--- src/rtl/hazard_if.sv ---
// Hazard controller bundle: pipeline-side signals in, control selects out.
// Handshake note: there is no valid/ready pair here. MemReqM acts as the
// request "valid" and MemReadyM as "ready". An access completes on a clock
// edge where both are high. MemReadyM without MemReqM carries no meaning.
interface hazard_if #(parameter int CNT_W = 16);
  logic [4:0]       Rs1D, Rs2D;
  logic [4:0]       Rs1E, Rs2E;
  logic [4:0]       RdE, RdM, RdW;
  logic             RegWriteM, RegWriteW;
  logic [1:0]       ResultSrcE;
  logic             PCSrcE;
  logic             MemReqM;
  logic             MemReadyM;
  logic [1:0]       ForwardA, ForwardB;
  logic             StallF, StallD, StallE, StallM;
  logic             FlushD, FlushE;
  logic             MemErr;
  logic [CNT_W-1:0] StallCnt, FlushCnt;
  logic             dbg_state;   // 1 while the wait FSM is in WAIT

  // Pipeline side: drives hazard sources, consumes selects and controls.
  modport master (
    output Rs1D, Rs2D, Rs1E, Rs2E, RdE, RdM, RdW,
    output RegWriteM, RegWriteW, ResultSrcE, PCSrcE, MemReqM, MemReadyM,
    input  ForwardA, ForwardB, StallF, StallD, StallE, StallM,
    input  FlushD, FlushE, MemErr, StallCnt, FlushCnt, dbg_state
  );

  // Controller side.
  modport slave (
    input  Rs1D, Rs2D, Rs1E, Rs2E, RdE, RdM, RdW,
    input  RegWriteM, RegWriteW, ResultSrcE, PCSrcE, MemReqM, MemReadyM,
    output ForwardA, ForwardB, StallF, StallD, StallE, StallM,
    output FlushD, FlushE, MemErr, StallCnt, FlushCnt, dbg_state
  );
endinterface

--- src/rtl/hazard_ctrl.sv ---
// Five-stage pipeline hazard controller.
// Handles RAW forwarding, load-use stalls, redirect flushes, and data-memory
// waits with a timeout. It also keeps saturating stall and flush counters.
module hazard_ctrl #(
  parameter int MEM_TIMEOUT = 16,
  parameter int CNT_W       = 16
) (
  input logic     clk,
  input logic     rst,
  hazard_if.slave hz
);

  localparam int WCW = (MEM_TIMEOUT > 2) ? $clog2(MEM_TIMEOUT) : 1;

  typedef enum logic {S_RUN = 1'b0, S_WAIT = 1'b1} state_t;

  state_t           state, state_n;
  logic [WCW-1:0]   wait_cnt;
  logic             timeout_now;
  logic             mw;
  logic             lu;
  logic             redirect;
  logic             stall_f, stall_d, stall_e, stall_m;
  logic             flush_d, flush_e;
  logic [1:0]       fwd_a, fwd_b;
  logic             mem_err;
  logic [CNT_W-1:0] stall_cnt, flush_cnt;

  // M has priority over W. x0 is never forwarded.
  function automatic logic [1:0] fwd_sel(input logic [4:0] rs,
                                         input logic wm, input logic [4:0] rdm,
                                         input logic ww, input logic [4:0] rdw);
    if (wm && (rdm != 5'd0) && (rdm == rs))      return 2'b10;
    else if (ww && (rdw != 5'd0) && (rdw == rs)) return 2'b01;
    else                                         return 2'b00;
  endfunction

  // Hazard detection. A memory wait masks redirect and load-use, so those
  // stay pending and are re-evaluated once the memory releases.
  always_comb begin
    timeout_now = (state == S_WAIT) &&
                  (wait_cnt == WCW'(MEM_TIMEOUT - 1)) && !hz.MemReadyM;
    mw          = hz.MemReqM && !hz.MemReadyM && !timeout_now;
    lu          = (hz.ResultSrcE == 2'b01) && (hz.RdE != 5'd0) &&
                  ((hz.RdE == hz.Rs1D) || (hz.RdE == hz.Rs2D));
    redirect    = !rst && !mw && hz.PCSrcE;
  end

  // Wait FSM next-state logic.
  always_comb begin
    state_n = state;
    case (state)
      S_RUN:   if (mw) state_n = S_WAIT;
      S_WAIT:  if (hz.MemReadyM || timeout_now) state_n = S_RUN;
      default: state_n = S_RUN;
    endcase
  end

  // Stall, flush and forward outputs in priority order.
  // While reset is held, both D and E are flushed so that bubbles fill the pipe.
  always_comb begin
    stall_f = 1'b0;
    stall_d = 1'b0;
    stall_e = 1'b0;
    stall_m = 1'b0;
    flush_d = 1'b0;
    flush_e = 1'b0;
    fwd_a   = 2'b00;
    fwd_b   = 2'b00;
    if (rst) begin
      flush_d = 1'b1;
      flush_e = 1'b1;
    end else begin
      fwd_a = fwd_sel(hz.Rs1E, hz.RegWriteM, hz.RdM, hz.RegWriteW, hz.RdW);
      fwd_b = fwd_sel(hz.Rs2E, hz.RegWriteM, hz.RdM, hz.RegWriteW, hz.RdW);
      if (mw) begin
        stall_f = 1'b1;
        stall_d = 1'b1;
        stall_e = 1'b1;
        stall_m = 1'b1;
      end else if (hz.PCSrcE) begin
        flush_d = 1'b1;
        flush_e = 1'b1;
      end else if (lu) begin
        stall_f = 1'b1;
        stall_d = 1'b1;
        flush_e = 1'b1;
      end
    end
  end

  // State register and wait counter. The counter clears on entry to WAIT.
  always_ff @(posedge clk or posedge rst) begin
    if (rst) begin
      state    <= S_RUN;
      wait_cnt <= '0;
    end else begin
      state <= state_n;
      if (state == S_RUN && state_n == S_WAIT)
        wait_cnt <= '0;
      else if (state == S_WAIT && state_n == S_WAIT)
        wait_cnt <= wait_cnt + 1'b1;
    end
  end

  // Sticky timeout error and saturating event counters.
  always_ff @(posedge clk or posedge rst) begin
    if (rst) begin
      mem_err   <= 1'b0;
      stall_cnt <= '0;
      flush_cnt <= '0;
    end else begin
      if (timeout_now)
        mem_err <= 1'b1;
      if (stall_f && (stall_cnt != {CNT_W{1'b1}}))
        stall_cnt <= stall_cnt + 1'b1;
      if (redirect && (flush_cnt != {CNT_W{1'b1}}))
        flush_cnt <= flush_cnt + 1'b1;
    end
  end

  assign hz.ForwardA  = fwd_a;
  assign hz.ForwardB  = fwd_b;
  assign hz.StallF    = stall_f;
  assign hz.StallD    = stall_d;
  assign hz.StallE    = stall_e;
  assign hz.StallM    = stall_m;
  assign hz.FlushD    = flush_d;
  assign hz.FlushE    = flush_e;
  assign hz.MemErr    = mem_err;
  assign hz.StallCnt  = stall_cnt;
  assign hz.FlushCnt  = flush_cnt;
  assign hz.dbg_state = (state == S_WAIT);

endmodule

--- src/flat_wrapper.sv ---
// flat-port wrapper written by rule: the top's interface ports become plain ports
module hazard_ctrl_flat 
#(
  parameter int MEM_TIMEOUT = 16,
  parameter int CNT_W       = 16
)
  (clk, rst, hz_Rs1D, hz_Rs2D, hz_Rs1E, hz_Rs2E, hz_RdE, hz_RdM, hz_RdW, hz_RegWriteM, hz_RegWriteW, hz_ResultSrcE, hz_PCSrcE, hz_MemReqM, hz_MemReadyM, hz_ForwardA, hz_ForwardB, hz_StallF, hz_StallD, hz_StallE, hz_StallM, hz_FlushD, hz_FlushE, hz_MemErr, hz_StallCnt, hz_FlushCnt, hz_dbg_state);
  hazard_if #(.CNT_W(CNT_W)) hz_i ();
  input logic clk;
  input logic rst;
  input wire logic [$bits(hz_i.Rs1D)-1:0] hz_Rs1D;
  input wire logic [$bits(hz_i.Rs2D)-1:0] hz_Rs2D;
  input wire logic [$bits(hz_i.Rs1E)-1:0] hz_Rs1E;
  input wire logic [$bits(hz_i.Rs2E)-1:0] hz_Rs2E;
  input wire logic [$bits(hz_i.RdE)-1:0] hz_RdE;
  input wire logic [$bits(hz_i.RdM)-1:0] hz_RdM;
  input wire logic [$bits(hz_i.RdW)-1:0] hz_RdW;
  input wire logic [$bits(hz_i.RegWriteM)-1:0] hz_RegWriteM;
  input wire logic [$bits(hz_i.RegWriteW)-1:0] hz_RegWriteW;
  input wire logic [$bits(hz_i.ResultSrcE)-1:0] hz_ResultSrcE;
  input wire logic [$bits(hz_i.PCSrcE)-1:0] hz_PCSrcE;
  input wire logic [$bits(hz_i.MemReqM)-1:0] hz_MemReqM;
  input wire logic [$bits(hz_i.MemReadyM)-1:0] hz_MemReadyM;
  output wire logic [$bits(hz_i.ForwardA)-1:0] hz_ForwardA;
  output wire logic [$bits(hz_i.ForwardB)-1:0] hz_ForwardB;
  output wire logic [$bits(hz_i.StallF)-1:0] hz_StallF;
  output wire logic [$bits(hz_i.StallD)-1:0] hz_StallD;
  output wire logic [$bits(hz_i.StallE)-1:0] hz_StallE;
  output wire logic [$bits(hz_i.StallM)-1:0] hz_StallM;
  output wire logic [$bits(hz_i.FlushD)-1:0] hz_FlushD;
  output wire logic [$bits(hz_i.FlushE)-1:0] hz_FlushE;
  output wire logic [$bits(hz_i.MemErr)-1:0] hz_MemErr;
  output wire logic [$bits(hz_i.StallCnt)-1:0] hz_StallCnt;
  output wire logic [$bits(hz_i.FlushCnt)-1:0] hz_FlushCnt;
  output wire logic [$bits(hz_i.dbg_state)-1:0] hz_dbg_state;
  assign hz_i.Rs1D = hz_Rs1D;
  assign hz_i.Rs2D = hz_Rs2D;
  assign hz_i.Rs1E = hz_Rs1E;
  assign hz_i.Rs2E = hz_Rs2E;
  assign hz_i.RdE = hz_RdE;
  assign hz_i.RdM = hz_RdM;
  assign hz_i.RdW = hz_RdW;
  assign hz_i.RegWriteM = hz_RegWriteM;
  assign hz_i.RegWriteW = hz_RegWriteW;
  assign hz_i.ResultSrcE = hz_ResultSrcE;
  assign hz_i.PCSrcE = hz_PCSrcE;
  assign hz_i.MemReqM = hz_MemReqM;
  assign hz_i.MemReadyM = hz_MemReadyM;
  assign hz_ForwardA = hz_i.ForwardA;
  assign hz_ForwardB = hz_i.ForwardB;
  assign hz_StallF = hz_i.StallF;
  assign hz_StallD = hz_i.StallD;
  assign hz_StallE = hz_i.StallE;
  assign hz_StallM = hz_i.StallM;
  assign hz_FlushD = hz_i.FlushD;
  assign hz_FlushE = hz_i.FlushE;
  assign hz_MemErr = hz_i.MemErr;
  assign hz_StallCnt = hz_i.StallCnt;
  assign hz_FlushCnt = hz_i.FlushCnt;
  assign hz_dbg_state = hz_i.dbg_state;
  hazard_ctrl #(.MEM_TIMEOUT(MEM_TIMEOUT), .CNT_W(CNT_W)) u_core (.clk(clk), .rst(rst), .hz(hz_i));
endmodule
--- config.mk ---
export PLATFORM = sky130hd
export DESIGN_NAME = hazard_ctrl_flat
export DESIGN_NICKNAME = d
export VERILOG_FILES = /design/src/rtl/hazard_if.sv /design/src/rtl/hazard_ctrl.sv /design/src/flat_wrapper.sv
export SDC_FILE = /design/constraint.sdc
export NUM_CORES = 1
export LEC_CHECK = 0
export ABC_AREA = 1
export BUFFER_PORTS_ARGS = -buffer_cell sky130_fd_sc_hd__buf_2
export CAP_MARGIN = 20
export CORE_UTILIZATION = 46
export CTS_BUF_LIST = sky130_fd_sc_hd__clkbuf_16
export DETAILED_ROUTE_END_ITERATION = 10
export PLACE_DENSITY = 0.76
export SLEW_MARGIN = 25
export SYNTH_ARGS = -nofsm -noshare
export SYNTH_HDL_FRONTEND = slang
export SYNTH_SLANG_ARGS = --single-unit
--- constraint.sdc ---
create_clock -name clk -period 1.68 [get_ports clk]
set_input_delay 0.168 -clock clk [delete_from_list [all_inputs] [get_ports clk]]
set_output_delay 0.168 -clock clk [all_outputs]
set_load 0.1 [all_outputs]
==> results of run 1 <==
-- cell type report --
cell class	count	area, um^2
timing repair buffer	124	878.3
clock inverter	3	16.27
inverter	40	157.7
fill	466	1779
clock buffer	5	125.1
multi-input combinational	300	1824
sequential	38	1011
tap	75	93.84
-- routing by layer --
metal | wire length, um | track usage
met1 | 3170 | 0.3000
met2 | 3684 | 0.4145
met3 | 394 | 0.04205
met4 | 83 | 0.07321
met5 | 0 | 0
-- registers in the layout (all words and copies together), names as in the netlist --
signal               count
u_core.hz.StallCnt      16
u_core.wait_cnt          4
u_core.hz.FlushCnt      16
u_core.hz.MemErr         1
u_core.hz.dbg_state      1
-- kinds of logic (layout without fill, tap and decap cells) --
| family | count (synthesis) | in the layout | synth area share |
|---|---|---|---|
| compound gates | 27 | 27 | 0.05132 |
| flops | 38 | 38 | 0.3391 |
| simple gates | 225 | 226 | 0.3838 |
| buf+inv | 49 | 172 | 0.07497 |
| fa+ha+maj | 3 | 3 | 0.01339 |
| xor+xnor | 44 | 44 | 0.1374 |
-- synth_stat cells --
library cell | count | share of area
or2_2 | 2 | 0.0045
nand3_1 | 23 | 0.041
nor2_1 | 35 | 0.047
nand2_1 | 110 | 0.15
buf_2 | 6 | 0.011
o21ai_1 | 2 | 0.0036
nand4_4 | 1 | 0.0076
a21oi_1 | 6 | 0.011
ha_1 | 3 | 0.013
buf_4 | 2 | 0.0054
nor4_1 | 2 | 0.0045
nand3_4 | 1 | 0.0062
nand4_1 | 23 | 0.051
buf_8 | 1 | 0.0054
o21ai_0 | 16 | 0.029
o21bai_1 | 1 | 0.0027
nor3_2 | 4 | 0.014
and3_1 | 1 | 0.0022
inv_1 | 38 | 0.051
a22o_1 | 1 | 0.0031
inv_2 | 2 | 0.0027
xnor2_1 | 23 | 0.072
nand2_2 | 2 | 0.0045
o211ai_1 | 1 | 0.0027
dfrtp_1 | 38 | 0.34
xor2_1 | 21 | 0.066
nand3b_1 | 4 | 0.011
nor3_1 | 11 | 0.020
nand3_2 | 2 | 0.0071
nor2_4 | 4 | 0.016
-- report_power, final --
part | internal (uW) | switching, uW | total [uW]
Combinational | 496 | 1450 | 1940
Sequential | 1120 | 206 | 1330
Clock | 541 | 361 | 902
-- worst register-to-register path, cell delays in order (launching register included) --
cell     delay, ns
dfrtp_1       0.38
ha_2          0.19
nand4_1       0.14
nand3_4       0.09
nand2_2       0.07
inv_2         0.05
nor2_4        0.11
buf_4         0.14
buf_6         0.12
nand3_4       0.15
nand2_2       0.10
nand2_1       0.06
-- repair_timing --
| action | 4_1_cts | 5_1_grt |
|---|---|---|
| gates resized for setup | 7 | 25 |
| cloned | 1 | 0 |
| buffers inserted | 7 | 2 |
| endpoints found under the setup margin | 22 | 38 |
| pin swaps | 6 | 2 |
-- metrics by stage --
stage	total power, uW	cells	setup TNS, ns	cell area (um^2)
after floorplan	2765	386	-8.313	3012
after global placement	3180	568	-0.06031	3802
after detailed placement	3217	568	-0.4129	3802
after CTS	4160	583	-1.434	4028
after global routing	4372	585	-4.010	4106
final	4175	585	-1.832	4106
-- worst max path at each step --
stage / end / cells past startpoint / start / slack [ns]
after floorplan: hz_StallF / 8 / u_core.hz.dbg_state / -1.30
after global placement: hz_StallD / 9 / u_core.wait_cnt[0] / -0.03
after detailed placement: hz_StallD / 9 / u_core.wait_cnt[0] / -0.08
after CTS: hz_StallD / 9 / u_core.wait_cnt[1] / -0.30
after global routing: hz_StallF / 9 / u_core.wait_cnt[1] / -0.38
final: hz_StallD / 9 / u_core.wait_cnt[1] / -0.30
==> summary.md, run 1 <==
| Metric | Value |
|---|---|
| CP Data Required Time | `1.51 ns` |
| Slew Viols, Final | `0` |
| VDD IR-drop max | `1139 uV` |
| Clock Path Buffers | `2` |
| Slowest cell on the critical path | `dfrtp_1` |
| Die Footprint | `~6400 um^2` |
| Vias per Instance | `approximately 5` |
| Crit-path cells | `ha_2 -> nand4_1 -> nand3_4 -> nand2_2 -> inv_2 -> nor2_4 -> clkinvlp_4 -> a21oi_4 -> buf_12` |
| Total core area | `~5900 um^2` |
| Hold buffers post-CTS | `0` |
| Buffers and inverters on the worst path | `3` |
| Cell area after synthesis | `~2800 um^2` |
| CTS tree | `built` |
| Commonest cells after routing, fill and taps aside | `94 x nand2_1, 78 x buf_2, 35 x inv_1` |
| WS Path Type | `flip-flop to output pin` |
| Power per Cell Area | `between 1000 and 1500 nW/um^2` |
| Leakage Power | `around 0.002 uW` |
| Root Buffer | `clkbuf_16` |
| Total wire length | `between 7000 and 8000 um` |
| Fmax | `around 510 MHz` |
| R2R Path End | `u_core.hz.StallCnt[13]` |
| Syn Nets | `433` |
| Post-route ant nets | `0` |
| Hold endpoint | `u_core.hz.MemErr` |
| Worst Slack Setup Final | `-0.2977 ns` |
| # IOs | `just under 90` |
| Number of diodes | `0` |
| CTS H-tree lvls | `2` |
| Clk_skew | `around 0.0061 ns` |
| Final min period | `1.978 ns` |
| Total Nets Final | `between 500 and 600` |
| Crit path launch type | `flip-flop` |
| Router iterations before antenna repair | `4` |
| Die Ht | `80.08 um` |
| Fin. Hold Viols | `0` |
| Pre-CTS setup slack | `-0.07924 ns` |
| CP endpoint kind | `output pin` |
| Util after Layout | `0.6977` |
| CTS buffer count | `5` |
| Die width | `approximately 80 um` |
| Largest net degree at the start of global routing | `39` |
| Arrival @ worst endpoint | `around 1.8 ns` |
| Area growth, synth to finish | `46.45%` |
| Final Cycle Share | `1.177` |
| Ys Warns | `0` |
| Vias | `between 2k and 3k` |
| Tot GR Track Use | `0.2386` |
| Wirelength per Cell | `about 13 um` |
| DR DRC count | `0` |
| Outcome | `complete, but fails checks` |
| RD Place Congestion | `0.8982` |
| Hold path start | `hz_MemReadyM` |
| Critical path's top delay family | `simple AND/OR/NAND/NOR gates` |
| Num rows | `28` |
| Starting density of the core | `0.4764` |
| Clk Latency, worst-skew pair | `0.28 ns` |
| Initial drt markers | `about 130` |
| Crit Path Max Fanout | `2` |
| Worst r2r src | `u_core.wait_cnt[1]` |
| Hold path cells | `2` |
| Worst-Margin Slew | `just under 0.5 ns` |
| R2R setup slack | `-0.03 ns` |
| CP max stage delay | `between 0.3 and 0.4 ns` |
| Final setup vio count | `22` |
| Most common cell after layout, fill and taps aside | `nand2_1` |
| CTS Sinks | `38` |
| Slew HR | `0.6731` |
| Worst Reg-to-Reg Cells | `11` |
| Failing checks | `negative setup slack` |
| First-pass GRT wire length | `about 12,000 um` |
| HPWL after DPL | `5410 um` |
| Vias in the first global route | `2,762` |
| RSZ-0062 raised after global routing | `yes` |
| Seq cells post-synth | `38` |
| Initial antenna violation count | `0` |
| I/O Buffers | `87` |
| HP Class | `input pin to flip-flop` |
| Synth cell types | `30` |
| Hold slack | `0.09925 ns` |
| Grt ovf | `0` |
| Mapped Cells | `just under 400` |
| Max-capacitance violation count | `0` |
| Layout cells sized above 1 | `0.4157` |
| Seq/Total Area, Yosys | `0.3391` |
| Clk slew on worst S/H paths | `~0.06 ns` |
| Mean Syn Cell Area | `7.264 um^2` |
Note: power is estimated with default switching activity, not from simulation.
==> inputs of run 2 (changes only) <==
- PLACE_DENSITY: 0.76 -> 0.81
==> run 2 against run 1 <==
The run still ends with negative setup slack left. Non-clock buffer count increased by 11. Die area unchanged. Fmax decreased by 6.9%. Largest cell class unchanged. Largest power group unchanged.
==> summary.md, run 2 (synthesis results as in run 1) <==
| Metric | Value |
|---|---|
| HPWL after DPL | `about 5700 um` |
| Starting density of the core | `0.4764` |
| Commonest cells after routing, fill and taps aside | `103 x nand2_1, 78 x buf_2, 38 x buf_4` |
| Total Nets Final | `between 500 and 600` |
| Slew HR | `0.6721` |
| CP endpoint kind | `output pin` |
| Die Footprint | `approximately 6400 um^2` |
| Num rows | `28` |
| CTS Sinks | `38` |
| First-pass GRT wire length | `~13,000 um` |
| Vias | `around 3.1k` |
| RSZ-0062 raised after global routing | `yes` |
| Grt ovf | `0` |
| Sum of negative setup slack | `-4.068 ns` |
| Worst-Margin Slew | `0.4953 ns` |
| Crit Path Max Fanout | `3` |
| Vias per Instance | `roughly 5.2` |
| Leakage Power | `approximately 0.0021 uW` |
| Placed Cells incl. Taps | `around 570` |
| DR DRC count | `0` |
| Post-route ant nets | `0` |
| Slew Viols, Final | `0` |
| Clk slew on worst S/H paths | `0.06 ns` |
| Clk Latency, worst-skew pair | `around 0.28 ns` |
| Layout cells sized above 1 | `0.4107` |
| Critical path's top delay family | `simple AND/OR/NAND/NOR gates` |
| Crit-path cells | `ha_2 -> nand4_1 -> nand3_4 -> nand2_2 -> inv_2 -> nor2_4 -> clkinvlp_4 -> a21oi_4 -> buf_12` |
| CP Data Required Time | `approximately 1.5 ns` |
| CP max stage delay | `slightly below 0.4 ns` |
| Root Buffer | `clkbuf_16` |
| Final Cycle Share | `1.264` |
| Post-Layout Cell Count | `596` |
| Dpl cell area | `roughly 3800 um^2` |
| Final min period | `2.124 ns` |
| Worst Slack Setup Final | `-0.4437 ns` |
| Clk_skew | `0.006186 ns` |
| Total core area | `~5900 um^2` |
| Largest net degree at the start of global routing | `39` |
| Hold slack | `around 0.078 ns` |
| Number of diodes | `0` |
| CTS buffer count | `5` |
| Arrival @ worst endpoint | `roughly 2.0 ns` |
| Fin. Hold Viols | `0` |
| Die Ht | `roughly 80 um` |
| Power per Cell Area | `around 1100 nW/um^2` |
| Wirelength per Cell | `between 10 and 15 um` |
| Area growth, synth to finish | `52.16%` |
| CTS tree | `built` |
| Crit path launch type | `flip-flop` |
| Most common cell after layout, fill and taps aside | `nand2_1` |
| Tot GR Track Use | `0.2562` |
| Buffers and inverters on the worst path | `3` |
| VDD IR-drop max | `1163 uV` |
| Clock Path Buffers | `2` |
| Router iterations before antenna repair | `4` |
| Total wire length | `8251 um` |
| Util after Layout | `0.7249` |
| Die width | `between 80 and 90 um` |
| Failing checks | `negative setup slack` |
| HP Class | `input pin to flip-flop` |
| Initial drt markers | `121` |
| I/O Buffers | `87` |
| # IOs | `slightly below 90` |
| Max-capacitance violation count | `0` |
| Fmax | `between 400 and 500 MHz` |
| Slowest cell on the critical path | `dfrtp_1` |
| Final setup vio count | `39` |
| RD Place Congestion | `about 0.89` |
| Initial antenna violation count | `0` |
| CTS H-tree lvls | `2` |
| Outcome | `complete, but fails checks` |
| WS Path Type | `flip-flop to output pin` |
| Final Cell Area | `between 4000 and 5000 um^2` |
| Vias in the first global route | `around 3.0k` |
[run 2: changes by cell type in the layout (fill, tap and decap cells not counted), moves of 2 or more]
cell / delta
nand2_2: -10
nand2_1: +9
nor3_2: -2
buf_4: +9
bufinv_16: +2
nor2_1: +2
buf_12: +2
nor3_4: +2
[run 2: area by class of cell]
| cell class | count | area, um^2 |
|---|---|---|
| clock buffer | 5 | 125.1 |
| clock inverter | 3 | 68.82 |
| fill | 414 | 1619 |
| inverter | 40 | 157.7 |
| multi-input combinational | 300 | 1821 |
| sequential | 38 | 1011 |
| tap | 75 | 93.84 |
| timing repair buffer | 135 | 989.7 |
[run 2: through the flow]
step                total power, uW  setup slack (ns)
finish                         4596           -0.4437
global route                   4765           -0.4988
CTS                            4510           -0.3465
detailed placement             3238           -0.1542
global placement               3181          -0.07369
floorplan                      2765            -1.304
[run 2: per-layer routing]
layer	track usage	part of all wire
met1	0.3013	0.42
met2	0.4504	0.50
met3	0.05227	0.050
met4	0.1089	0.030
met5	0	0
[run 2: where the power goes]
part           internal, uW  switching (uW)
sequential             1120             214
combinational           535            1480
clock                   853             386
total                  2510            2080
[run 2: what timing repair did]
action	in CTS	in global routing
hold buffers	0	0
setup buffers	4	10
gates cloned	1	1
setup endpoints to repair	37	40
pin swaps	5	10
resized for setup	12	23
[run 2: worst reg2reg max path, delay by kind of cell (launching register included)]
kind	cells	cell delay (ns)
flip-flops	1	0.37
AND/OR/NAND/NOR	7	0.78
buffers and inverters	3	0.37
adder cells (fa/ha/maj)	1	0.19
[run 2: worst paths after layout]
path,from,endpoint,slack (ns),depth (start not counted)
setup reg to reg,u_core.wait_cnt[0],u_core.hz.FlushCnt[15],-0.12,11
hold reg to reg,u_core.hz.MemErr,u_core.hz.MemErr,0.47,1
setup / recovery,u_core.wait_cnt[0],hz_StallD,-0.44,9
hold / removal,hz_MemReadyM,u_core.hz.MemErr,0.08,2
min in group asynchronous,rst,u_core.wait_cnt[3],0.19,3
max in group asynchronous,rst,u_core.hz.StallCnt[0],1.11,3
==> inputs of run 3 (changes only) <==
- TNS_END_PERCENT: default -> 5
==> run 3 against run 2 <==
The run still ends with negative setup slack left. Worst hold slack gained 0.0018 ns. Clock power is 13% lower. Sequential share of layout area grew 0.45 points. Via count fell by 2.4%. Sequential power decreased by 9.7%. Worst setup slack better by 0.14 ns. Critical path type unchanged. Largest cell class unchanged. Highest routed layer unchanged.
==> summary.md, run 3 (synthesis results as in run 1) <==
| Metric | Value |
|---|---|
| Failing checks | `negative setup slack` |
| Commonest cells after routing, fill and taps aside | `109 x nand2_1, 77 x buf_2, 38 x buf_4` |
| Setup bufs post-CTS | `0` |
| CTS tree | `built` |
| Final Cycle Share | `1.179` |
| Clk_skew | `around 0.0071 ns` |
| Die width | `80.08 um` |
| Router iterations before antenna repair | `4` |
| Total core area | `between 5000 and 6000 um^2` |
| Dpl cell area | `around 3800 um^2` |
| Total Nets Final | `around 560` |
| Arrival @ worst endpoint | `roughly 1.8 ns` |
| Root Buffer | `clkbuf_16` |
| HP Class | `input pin to flip-flop` |
| Final setup vio count | `6` |
| Initial drt markers | `~150` |
| Crit-path cells | `ha_2 -> nand4_1 -> nand3_4 -> nand2_2 -> inv_2 -> nor2_4 -> clkinvlp_4 -> a21oi_4 -> buf_12` |
| First-pass GRT wire length | `about 12,000 um` |
| Power per Cell Area | `1075 nW/um^2` |
| Critical path's top delay family | `flip-flops` |
| Buffers and inverters on the worst path | `3` |
| I/O Buffers | `just under 90` |
| Int Pwr | `around 2300 uW` |
| Post-route ant nets | `0` |
| Slew Viols, Final | `0` |
| Net Switching | `1997 uW` |
| Max-capacitance violation count | `0` |
| Die Footprint | `6412 um^2` |
| Number of diodes | `0` |
| Clk Latency, worst-skew pair | `just under 0.3 ns` |
| Crit Path Max Fanout | `3` |
| Initial antenna violation count | `0` |
| Num rows | `28` |
| # IOs | `88` |
| CTS Sinks | `38` |
| WS Path Type | `flip-flop to output pin` |
| Grt ovf | `0` |
| HPWL after DPL | `5885 um` |
| Starting density of the core | `0.4764` |
| Clock power frac | `0.253` |
| Placed Cells incl. Taps | `between 500 and 600` |
| Post-Layout Cell Count | `~590` |
| CP Data Required Time | `approximately 1.5 ns` |
| Fin. Hold Viols | `0` |
| DR DRC count | `0` |
| Most common cell after layout, fill and taps aside | `nand2_1` |
| Largest net degree at the start of global routing | `21` |
| Hold buffers post-CTS | `0` |
| RD Place Congestion | `between 0.8 and 0.9` |
| Tot GR Track Use | `0.2478` |
| Crit path launch type | `flip-flop` |
| Sequential power share | `0.284` |
| Fmax | `between 500 and 600 MHz` |
| Leakage Power | `0.002109 uW` |
| Slew HR | `0.6731` |
| Final Cell Area | `~4000 um^2` |
| Sw frac | `0.4699` |
| Sum of negative setup slack | `-1.362 ns` |
| RSZ-0062 raised after global routing | `yes` |
| Slowest cell on the critical path | `dfrtp_1` |
| Outcome | `complete, but fails checks` |
| VDD IR-drop max | `between 2000 and 3000 uV` |
| Clk slew on worst S/H paths | `approximately 0.050 ns` |
| CP endpoint kind | `output pin` |
| Worst-Margin Slew | `roughly 0.5 ns` |
| Clock Path Buffers | `2` |
| CP max stage delay | `roughly 0.39 ns` |
| Vias in the first global route | `2,955` |
| CTS buffer count | `5` |
| Vias | `roughly 3k` |
| Die Ht | `about 80 um` |
| Logic gate share of total power | `0.462` |
| Wirelength per Cell | `approximately 13 um` |
| Worst Slack Setup Final | `-0.3007 ns` |
| CTS H-tree lvls | `2` |
| Area growth, synth to finish | `41.01%` |
| Final min period | `~2 ns` |
| Vias per Instance | `a little over 5` |
| Pre-CTS setup slack | `-0.07802 ns` |
| Fill count | `between 400 and 500` |
| Total wire length | `7426 um` |
| Layout cells sized above 1 | `0.3099` |
-- run 3: per-layer routing --
metal	wire length, um	track usage	vias up
li1	-	-	1506
met1	2982	0.2734	1418
met2	3900	0.4675	104
met3	387	0.04318	21
met4	156	0.09464	0
met5	0	0	-
-- run 3: cell type report --
cell class                 instances  area [um^2]  share of cell area
tap                               75        93.84             0.02373
inverter                          40        153.9             0.03892
sequential                        38        954.7              0.2415
clock buffer                       5        125.1             0.03165
multi-input combinational        299         1673              0.4231
clock inverter                     3        40.04             0.01013
timing repair buffer             128        913.4              0.2310
-- run 3: what timing repair did --
item	in CTS	in global routing
gates resized for setup	1	5
setup endpoints to repair	22	38
pin swaps	2	0
-- run 3: worst paths after layout --
path | start | end | slack (ns) | depth (start not counted)
hold reg to reg | u_core.hz.MemErr | u_core.hz.MemErr | 0.48 | 1
hold / removal | hz_MemReadyM | u_core.hz.MemErr | 0.08 | 2
min in group asynchronous | rst | u_core.hz.FlushCnt[4] | 0.09 | 3
setup reg to reg | u_core.wait_cnt[0] | u_core.hz.StallCnt[4] | 0.01 | 10
setup / recovery | u_core.wait_cnt[0] | hz_StallF | -0.30 | 9
max in group asynchronous | rst | u_core.hz.StallCnt[9] | 1.36 | 3
-- run 3: metrics by stage --
stage	util	power [uW]	hold slack (ns)
floorplan	-	2629	0.2678
global placement	0.6409	3119	0.3683
detailed placement	0.6409	3171	0.3786
CTS	0.6694	4260	0.08423
global route	0.6718	4432	0.08462
finish	0.6718	4249	0.07978
-- run 3: power by group through the flow --
stage	Combinational [uW]	Sequential (uW)	Clock, uW
finish	1960	1210	1080
global placement	1910	1200	0
floorplan	501	2130	0
global route	2080	1230	1120
CTS	1970	1210	1080
detailed placement	1950	1220	0
